[src/rtl/adder_pkg.sv]
// Shared types and helpers for the pipelined adder family (adder, future subtractor/accumulator).
package adder_pkg;

  localparam int unsigned MAX_W = 64;

  // Per-stage record; fields are sized for the widest supported datapath.
  typedef struct packed {
    logic             valid;
    logic             carry;
    logic [MAX_W-1:0] partial_sum;
    logic [MAX_W-1:0] a_rem;
    logic [MAX_W-1:0] b_rem;
  } stage_t;

  function automatic int unsigned chunk_w(input int unsigned width, input int unsigned stages);
    return (stages == 0) ? width : width / stages;
  endfunction

endpackage

[src/rtl/adder_stage.sv]
// One pipeline stage: registered CHUNK-bit slice add plus valid/ready advance logic.
module adder_stage
  import adder_pkg::*;
#(
  parameter int unsigned CHUNK = 4,
  parameter int unsigned IDX   = 0
) (
  input  logic   clk,
  input  logic   rst_n,
  input  stage_t up,
  output logic   up_ready,
  input  logic   dn_ready,
  output stage_t dn
);

  localparam int unsigned SHIFT = IDX * CHUNK;

  logic [CHUNK:0]   c;
  logic [CHUNK-1:0] s;
  logic [CHUNK-1:0] s1;
  logic [CHUNK-1:0] c1;
  logic [CHUNK-1:0] c2;

  assign c[0] = up.carry;

  // Two half adders per bit form a full adder; the slice always sits at the bottom of a_rem/b_rem.
  for (genvar i = 0; i < CHUNK; i++) begin : g_bit
    half_adder u_ha0 (.a(up.a_rem[i]), .b(up.b_rem[i]), .sum(s1[i]), .carry(c1[i]));
    half_adder u_ha1 (.a(s1[i]),       .b(c[i]),        .sum(s[i]),  .carry(c2[i]));
    assign c[i+1] = c1[i] | c2[i];
  end

  assign up_ready = !dn.valid || dn_ready;

  always_ff @(posedge clk or negedge rst_n) begin
    if (!rst_n) begin
      dn <= '0;
    end else if (up_ready) begin
      dn.valid <= up.valid;
      if (up.valid) begin
        dn.carry       <= c[CHUNK];
        dn.partial_sum <= up.partial_sum | (MAX_W'(s) << SHIFT);
        dn.a_rem       <= up.a_rem >> CHUNK;
        dn.b_rem       <= up.b_rem >> CHUNK;
      end
    end
  end

endmodule

[src/rtl/half_adder.sv]
// Single-bit half adder cell.
module half_adder (
  input  logic a,
  input  logic b,
  output logic sum,
  output logic carry
);

  assign sum   = a ^ b;
  assign carry = a & b;

endmodule

[src/rtl/pipelined_adder.sv]
// STAGES-deep valid/ready pipelined adder; signed overflow output with `PIPELINED_ADDER_OVF_EN.
module pipelined_adder
  import adder_pkg::*;
#(
  parameter int unsigned WIDTH  = 16,
  parameter int unsigned STAGES = 4
) (
  input  logic             clk,
  input  logic             rst_n,
  input  logic             in_valid,
  output logic             in_ready,
  input  logic [WIDTH-1:0] a,
  input  logic [WIDTH-1:0] b,
  input  logic             cin,
  output logic             out_valid,
  input  logic             out_ready,
  output logic [WIDTH-1:0] sum,
`ifdef PIPELINED_ADDER_OVF_EN
  output logic             ovf,
`endif
  output logic             cout
);

  localparam int unsigned CHUNK = chunk_w(WIDTH, STAGES);

  if (STAGES < 1) begin : g_bad_stages
    $error("pipelined_adder: STAGES must be >= 1");
  end else if (WIDTH % STAGES != 0) begin : g_bad_split
    $error("pipelined_adder: WIDTH must be a multiple of STAGES");
  end else if (WIDTH > MAX_W) begin : g_bad_width
    $error("pipelined_adder: WIDTH exceeds MAX_W");
  end

  stage_t head;
  stage_t link [STAGES];
  logic   rdy  [STAGES];

  always_comb begin
    head             = '0;
    head.valid       = in_valid;
    head.carry       = cin;
    head.a_rem       = MAX_W'(a);
    head.b_rem       = MAX_W'(b);
  end

  for (genvar k = 0; k < STAGES; k++) begin : g_stage
    stage_t up;
    logic   dn_ready;

    if (k == 0) begin : g_first
      assign up = head;
    end else begin : g_mid
      assign up = link[k-1];
    end

    if (k == STAGES - 1) begin : g_tail
      assign dn_ready = out_ready;
    end else begin : g_body
      assign dn_ready = rdy[k+1];
    end

    adder_stage #(.CHUNK(CHUNK), .IDX(k)) u_stage (
      .clk      (clk),
      .rst_n    (rst_n),
      .up       (up),
      .up_ready (rdy[k]),
      .dn_ready (dn_ready),
      .dn       (link[k])
    );
  end

  assign in_ready  = rdy[0];
  assign out_valid = link[STAGES-1].valid;
  assign sum       = link[STAGES-1].partial_sum[WIDTH-1:0];
  assign cout      = link[STAGES-1].carry;

`ifdef PIPELINED_ADDER_OVF_EN
  logic last_valid;
  logic last_sa;
  logic last_sb;
  logic sign_a;
  logic sign_b;

  // Operand MSBs are the top bit of the final slice as it enters the last stage.
  if (STAGES == 1) begin : g_sign_src
    assign last_valid = head.valid;
    assign last_sa    = head.a_rem[CHUNK-1];
    assign last_sb    = head.b_rem[CHUNK-1];
  end else begin : g_sign_src
    assign last_valid = link[STAGES-2].valid;
    assign last_sa    = link[STAGES-2].a_rem[CHUNK-1];
    assign last_sb    = link[STAGES-2].b_rem[CHUNK-1];
  end

  always_ff @(posedge clk or negedge rst_n) begin
    if (!rst_n) begin
      sign_a <= 1'b0;
      sign_b <= 1'b0;
    end else if (rdy[STAGES-1] && last_valid) begin
      sign_a <= last_sa;
      sign_b <= last_sb;
    end
  end

  assign ovf = (sign_a == sign_b) && (sum[WIDTH-1] != sign_a);
`endif

endmodule
[config.mk]
export PLATFORM = sky130hd
export DESIGN_NAME = pipelined_adder
export DESIGN_NICKNAME = d
export VERILOG_FILES = /design/src/rtl/adder_pkg.sv /design/src/rtl/adder_stage.sv /design/src/rtl/half_adder.sv /design/src/rtl/pipelined_adder.sv
export SDC_FILE = /design/constraint.sdc
export NUM_CORES = 1
export LEC_CHECK = 0
export CORE_ASPECT_RATIO = 1.2
export CORE_MARGIN = 2
export CORE_UTILIZATION = 49
export DETAILED_ROUTE_END_ITERATION = 12
export PLACE_DENSITY = 0.81
export REMOVE_ABC_BUFFERS = 1
export SYNTH_ARGS = -nofsm -noshare
export SYNTH_HDL_FRONTEND = slang
export SYNTH_SLANG_ARGS = --single-unit
[constraint.sdc]
create_clock -name clk -period 2.1 [get_ports clk]
set_input_delay 0.42 -clock clk [delete_from_list [all_inputs] [get_ports clk]]
set_output_delay 0.42 -clock clk [all_outputs]
set_load 0.01 [all_outputs]
### Word-level counts from Yosys, hierarchy flattened

Index checks and enable logic that the tools add are counted.

| storage, ports and cells | value |
|---|---|
| register bits after elaboration | 100 |
| input bits | 37 |
| output and inout bits | 19 |
| logic and storage cells | 113 |

| cells by class | value |
|---|---|
| bitwise logic cells | 83 |
| reductions and logical operators | 12 |

Operators by type and width:

| operator | count |
|---|---|
| $and 1x1->1 | 32 |
| $xor 1x1->1 | 32 |
| $or 1x1->1 | 16 |
| $or 16x16->16 | 1 |
| $or 8x12->12 | 1 |
| $or 4x8->8 | 1 |
| $reduce_and 2->1 | 4 |
| $logic_not 1->1 | 4 |
| $logic_or 1x1->1 | 4 |

### Depth between registers and ports, before layout

| depth | value |
|---|---|
| depth in word-level cells | 9 |
| gate-level depth with buffers | 8 |
| gate-level depth less buffers | 8 |

### By module

Synthesis repeated with hierarchy kept, for this count alone.

| unflattened totals | value |
|---|---|
| cell total of the unflattened synthesis | 1705 |
| area, all modules | 30943.4 µm² |

Modules (own cells, without submodules):

| module | instances | cells an instance | area each (µm²) | seq. area each (µm²) |
|---|---|---|---|---|
| adder_stage | 4 | 418 | 7634.8 | 4654.5 |
| half_adder | 32 | 1 | 12.5 | 0.0 |
| pipelined_adder | 1 | 1 | 3.8 | 0.0 |

### Least setup slack after synthesis

Ideal clock, no wire load.

| timing path | value |
|---|---|
| path type | register -> register |
| start point | register g_stage[2].u_stage.dn[192] (netlist bit) |
| end point | register g_stage[3].u_stage.dn[143] (netlist bit) |
| setup time | 0.082 ns |
| arrival | 2.093 ns |
| required time | 2.018 ns |
| path slack | -0.075 ns |
| stages on the path, launching flop included | 9 |
| path buffers | 0 |
| cell sequence | dfrtp_1 > inv_1 > fa_1 > inv_1 > fa_1 > fa_1 > inv_1 > fa_1 > a31oi_1 |

| between the ends | value |
|---|---|
| word-level cells in the longest chain between the ends | 8 |

Ends and longest elaborated chain:

| element | RTL line | source |
|---|---|---|
| from (decl) | adder_stage.sv:13 | `output stage_t dn` |
| $and 1x1->1 | half_adder.sv:10 | `assign carry = a & b;` |
| $or 1x1->1 | adder_stage.sv:30 | `assign c[i+1] = c1[i] \| c2[i];` |
| $and 1x1->1 | half_adder.sv:10 |  |
| $or 1x1->1 | adder_stage.sv:30 |  |
| $and 1x1->1 | half_adder.sv:10 |  |
| $or 1x1->1 | adder_stage.sv:30 |  |
| $xor 1x1->1 | half_adder.sv:9 | `assign sum = a ^ b;` |
| $or 16x16->16 | adder_stage.sv:42 | `dn.partial_sum <= up.partial_sum \| (MAX_W'(s) << SHIFT);` |
| to (decl) | adder_stage.sv:13 |  |

Every way passes these cells.
A chain may end at the register's enable or synchronous reset.

### Worst setup path in the final report

| timing path | value |
|---|---|
| start point | register g_stage[1].u_stage.dn[64] (netlist bit) |
| end point | register g_stage[2].u_stage.dn[139] (netlist bit) |

| between the ends | value |
|---|---|
| word-level cells in the longest chain between the ends | 9 |

Ends and longest elaborated chain:

| element | RTL line |
|---|---|
| from (decl) | adder_stage.sv:13 |
| $xor 1x1->1 | half_adder.sv:9 |
| $and 1x1->1 | half_adder.sv:10 |
| $or 1x1->1 * | adder_stage.sv:30 |
| $and 1x1->1 * | half_adder.sv:10 |
| $or 1x1->1 * | adder_stage.sv:30 |
| $and 1x1->1 * | half_adder.sv:10 |
| $or 1x1->1 * | adder_stage.sv:30 |
| $xor 1x1->1 * | half_adder.sv:9 |
| $or 8x12->12 * | adder_stage.sv:42 |

Mark *: on every way between the ends. The rest lies on a longest branch, timed or not.

==> results.yml <==
outcome:
  status: "finished, violations left"
  violations: "setup timing"
logic_synthesis:
  ys_types: 22
  synth.top_cell.area_share_pct: 58.7
  avgSynthCellArea_um2: 15.1
  yosysWarnings: 0
  ys_ff_latch: 96
  synthTopCellsByArea: "dfrtp_1, mux2_2, fa_1, inv_1, mux2_4"
  syn_area_mm2: 0.00410
  synth_area_leader_cell: "dfrtp_1"
  netlist_instances: 271
  ys_seq_area_share_pct: 58.7
final_layout:
  final_cells: 434
  fillCellCount: 611
  diodes: 0
  largest_register_ffs: 96
  drive_above_1_share_pct: 38.6
  reg.largest.list: "g_stage.u_stage.dn x96"
  largest-register: "g_stage.u_stage.dn"
  final_area_mm2: 0.00496
  syn_to_final_growth_pct: 21.2
  nNetsFinal: 388
clock_network:
  tritoncts: "done"
  cts_made_buffers: 9
  cts.sinks: 96
  cts.clk_slew.worst_paths_ns: 0.09
  cts-htree-levels: 3
  clockBufferDepth: 2
  clk_latency_ns: 0.36
  cts-root-buf: "clkbuf_8"
  cts_post_setup_buffers_inserted: 0
floorplan:
  die_area_mm2: 0.00911
  coreArea_mm2: 0.00811
  io_pins: 56
  initial_core_util_pct: 50.5
  rows: 36
  die_w_um: 87.5
  die_y_um: 104
routing:
  routed_wirelength_um: 6860
  viasPerCell: 5.20
  detail_route.wl_per_cell_um: 15.8
  ant_nets: 0
  first_iter_violations: 133
  drc: 0
  first_pass_iters: 4
  vias: 2255
timing:
  tightest_slew_ns: 0.428
  hold_viol: 0
  fin_skew_ns: 0.00854
  setup_viol: 1
  drv_slew: 0
  min_period_ns: 2.15
  rsz0062_at_grt: "true"
  period_share_pct: 102
  slew_headroom_pct: 71.4
  fin_ws_ns: -0.0456
  max_freq_ghz: 0.466
power:
  sw_frac_of_total_pct: 29.6
  power.share.clock_pct: 18.5
  net-switching-power_w: 0.00170
  irDropWorstVdd_mv: 0.393
  p_leak_nw: 2.20
  power_density_mw_per_mm2: 1160
  p_total_w: 0.00575
  internal-power_w: 0.00404
  p_seq_share_pct: 49.3
  comb_power_share_pct: 32.2
placed_design:
  dp_cells: 418
  place_area_mm2: 0.00475
  pre_cts_slack_ns: -0.486
  port_buffers: 55
  place_congestion: 0.774
  place_hpwl_um: 4660
global_route:
  grt_usage_pct: 16.8
  grt_max_degree: 76
  grt_pass1_wl_um: 11500
  grt_pass1_vias: 2461
  grt-ovfl-total: 0
  antenna_found_initial: 0
worst_setup_path:
  timing.setup.critical_path_class: "flop to flop"
  reg2reg_slack_ns: -0.05
  crit_path_start_kind: "flop"
  crit_required_ns: 2.38
  worstSetupEndpointType: "flop"
  worstPathArrival_ns: 2.43
  cp_max_fo: 2
flow_run:
  maxCapViolCount: 0
worst_hold_path:
  hp-class: "primary input to async pin"
worst max-delay path, cell delays in order, from the launching register on:
cell and delay [ns]:
dfrtp_1 0.38, inv_2 0.07, fa_2 0.21, inv_2 0.04, fa_2 0.35, fa_2 0.36
inv_2 0.07, fa_1 0.42, a31oi_1 0.17
cells by family (layout without fill, tap and decap cells):
family                   after synthesis  count (layout)  share of synthesized area (%)
multiplexers                          82              82                           23.0
buffers and inverters                 44             112                           5.53
AND/OR/NAND/NOR                       16              16                           2.72
flip-flops                            96              96                           58.7
AO/OA/AOI/OAI                         17              17                           2.26
adder cells (fa/ha/maj)               16              16                           7.82
final cells by class:
| type | instances | area [µm²] | area share [%] |
|---|---|---|---|
| well taps | 95 | 119 | 2.39 |
| multi-input cells | 131 | 1500 | 30.2 |
| repair buffers | 64 | 648 | 13.1 |
| flip-flops and latches | 96 | 2400 | 48.4 |
| clock inverters | 4 | 31.3 | 0.630 |
| inverters | 33 | 124 | 2.49 |
| clock buffers | 11 | 141 | 2.85 |
final timing paths:
| check | startpoint | to | cells after the start |
|---|---|---|---|
| worst max-delay path | g_stage[1].u_stage.dn[64]$_DFFE_PN0P_ | g_stage[2].u_stage.dn[139]$_DFFE_PN0P_ | 8 |
| worst min-delay path | rst_n | g_stage[2].u_stage.dn[131]$_DFFE_PN0P_ | 2 |
| worst max register to register | g_stage[1].u_stage.dn[64]$_DFFE_PN0P_ | g_stage[2].u_stage.dn[139]$_DFFE_PN0P_ | 8 |
| worst min register to register | g_stage[2].u_stage.dn[133]$_DFFE_PN0P_ | g_stage[2].u_stage.dn[133]$_DFFE_PN0P_ | 1 |
| max in group asynchronous | rst_n | g_stage[1].u_stage.dn[3]$_DFFE_PN0P_ | 3 |
| min in group clk | out_ready | g_stage[2].u_stage.dn[193]$_DFFE_PN0P_ | 3 |
what timing repair did:
item                                    4_1_cts  5_1_grt
hold endpoints to repair                     21        0
resized for setup                            23        8
hold buffers                                  1        0
pin swaps                                    11        6
cloned                                        0        0
endpoints found under the setup margin        5        6
layout by cell type (no fill, tap or decap), types with 2 or more instances in the layout:
master           count
a21oi_1              9
a31oi_1              3
buf_12               2
buf_4                7
clkbuf_8            10
clkdlybuf4s50_1     49
clkinvlp_4           3
dfrtp_1             96
dlygate4sd2_1        2
dlymetal6s2s_1       3
fa_1                 6
fa_2                10
inv_1               17
inv_2               16
mux2_2              69
mux2_4               7
mux2i_1              6
nand2_1              2
nand2_2              2
nand2b_1             4
nand3_1              4
o21ai_0              4
layer usage:
metal / vias up / global-route usage, % / part of all wire [%] / wire (µm)
met3: 18 / 2.54 / 3.7 / 254
met5: - / 0 / 0 / 0
met4: 0 / 10.3 / 3.4 / 231
met2: 49 / 27.5 / 52 / 3590
met1: 1167 / 20.6 / 41 / 2780
li1: 1021 / - / - / -
metrics by stage:
stage                     setup TNS (ns)  utilization [%]  hold WS [ns]
final                            -0.0456             61.2         0.480
after global routing              -0.223             61.2         0.501
after CTS                        -0.0169             61.1         0.470
after detailed placement           -2.41             58.6         0.329
after global placement             -1.60             58.6         0.324
after floorplan                    -1.81                -         0.124
synth_stat cells (all sizes together):
cell type / instances
dfrtp: 96
fa: 16
mux2i: 6
o21ai: 5
nand3b: 1
or2: 1
nand3: 4
nand2b: 4
a31oi: 3
mux2: 76
buf: 11
inv: 33
nand4b: 1
and2: 1
nand2: 4
a21oi: 9
power groups by stage:
stage	sequential (W)	combinational [W]	clock, W
floorplan	0.00284	0.00102	0
global placement	0.00282	0.00174	0
detailed placement	0.00286	0.00184	0
CTS	0.00284	0.00187	0.00110
global route	0.00292	0.00206	0.00115
finish	0.00283	0.00185	0.00106
No activity file was read; power rests on OpenSTA's default activity.
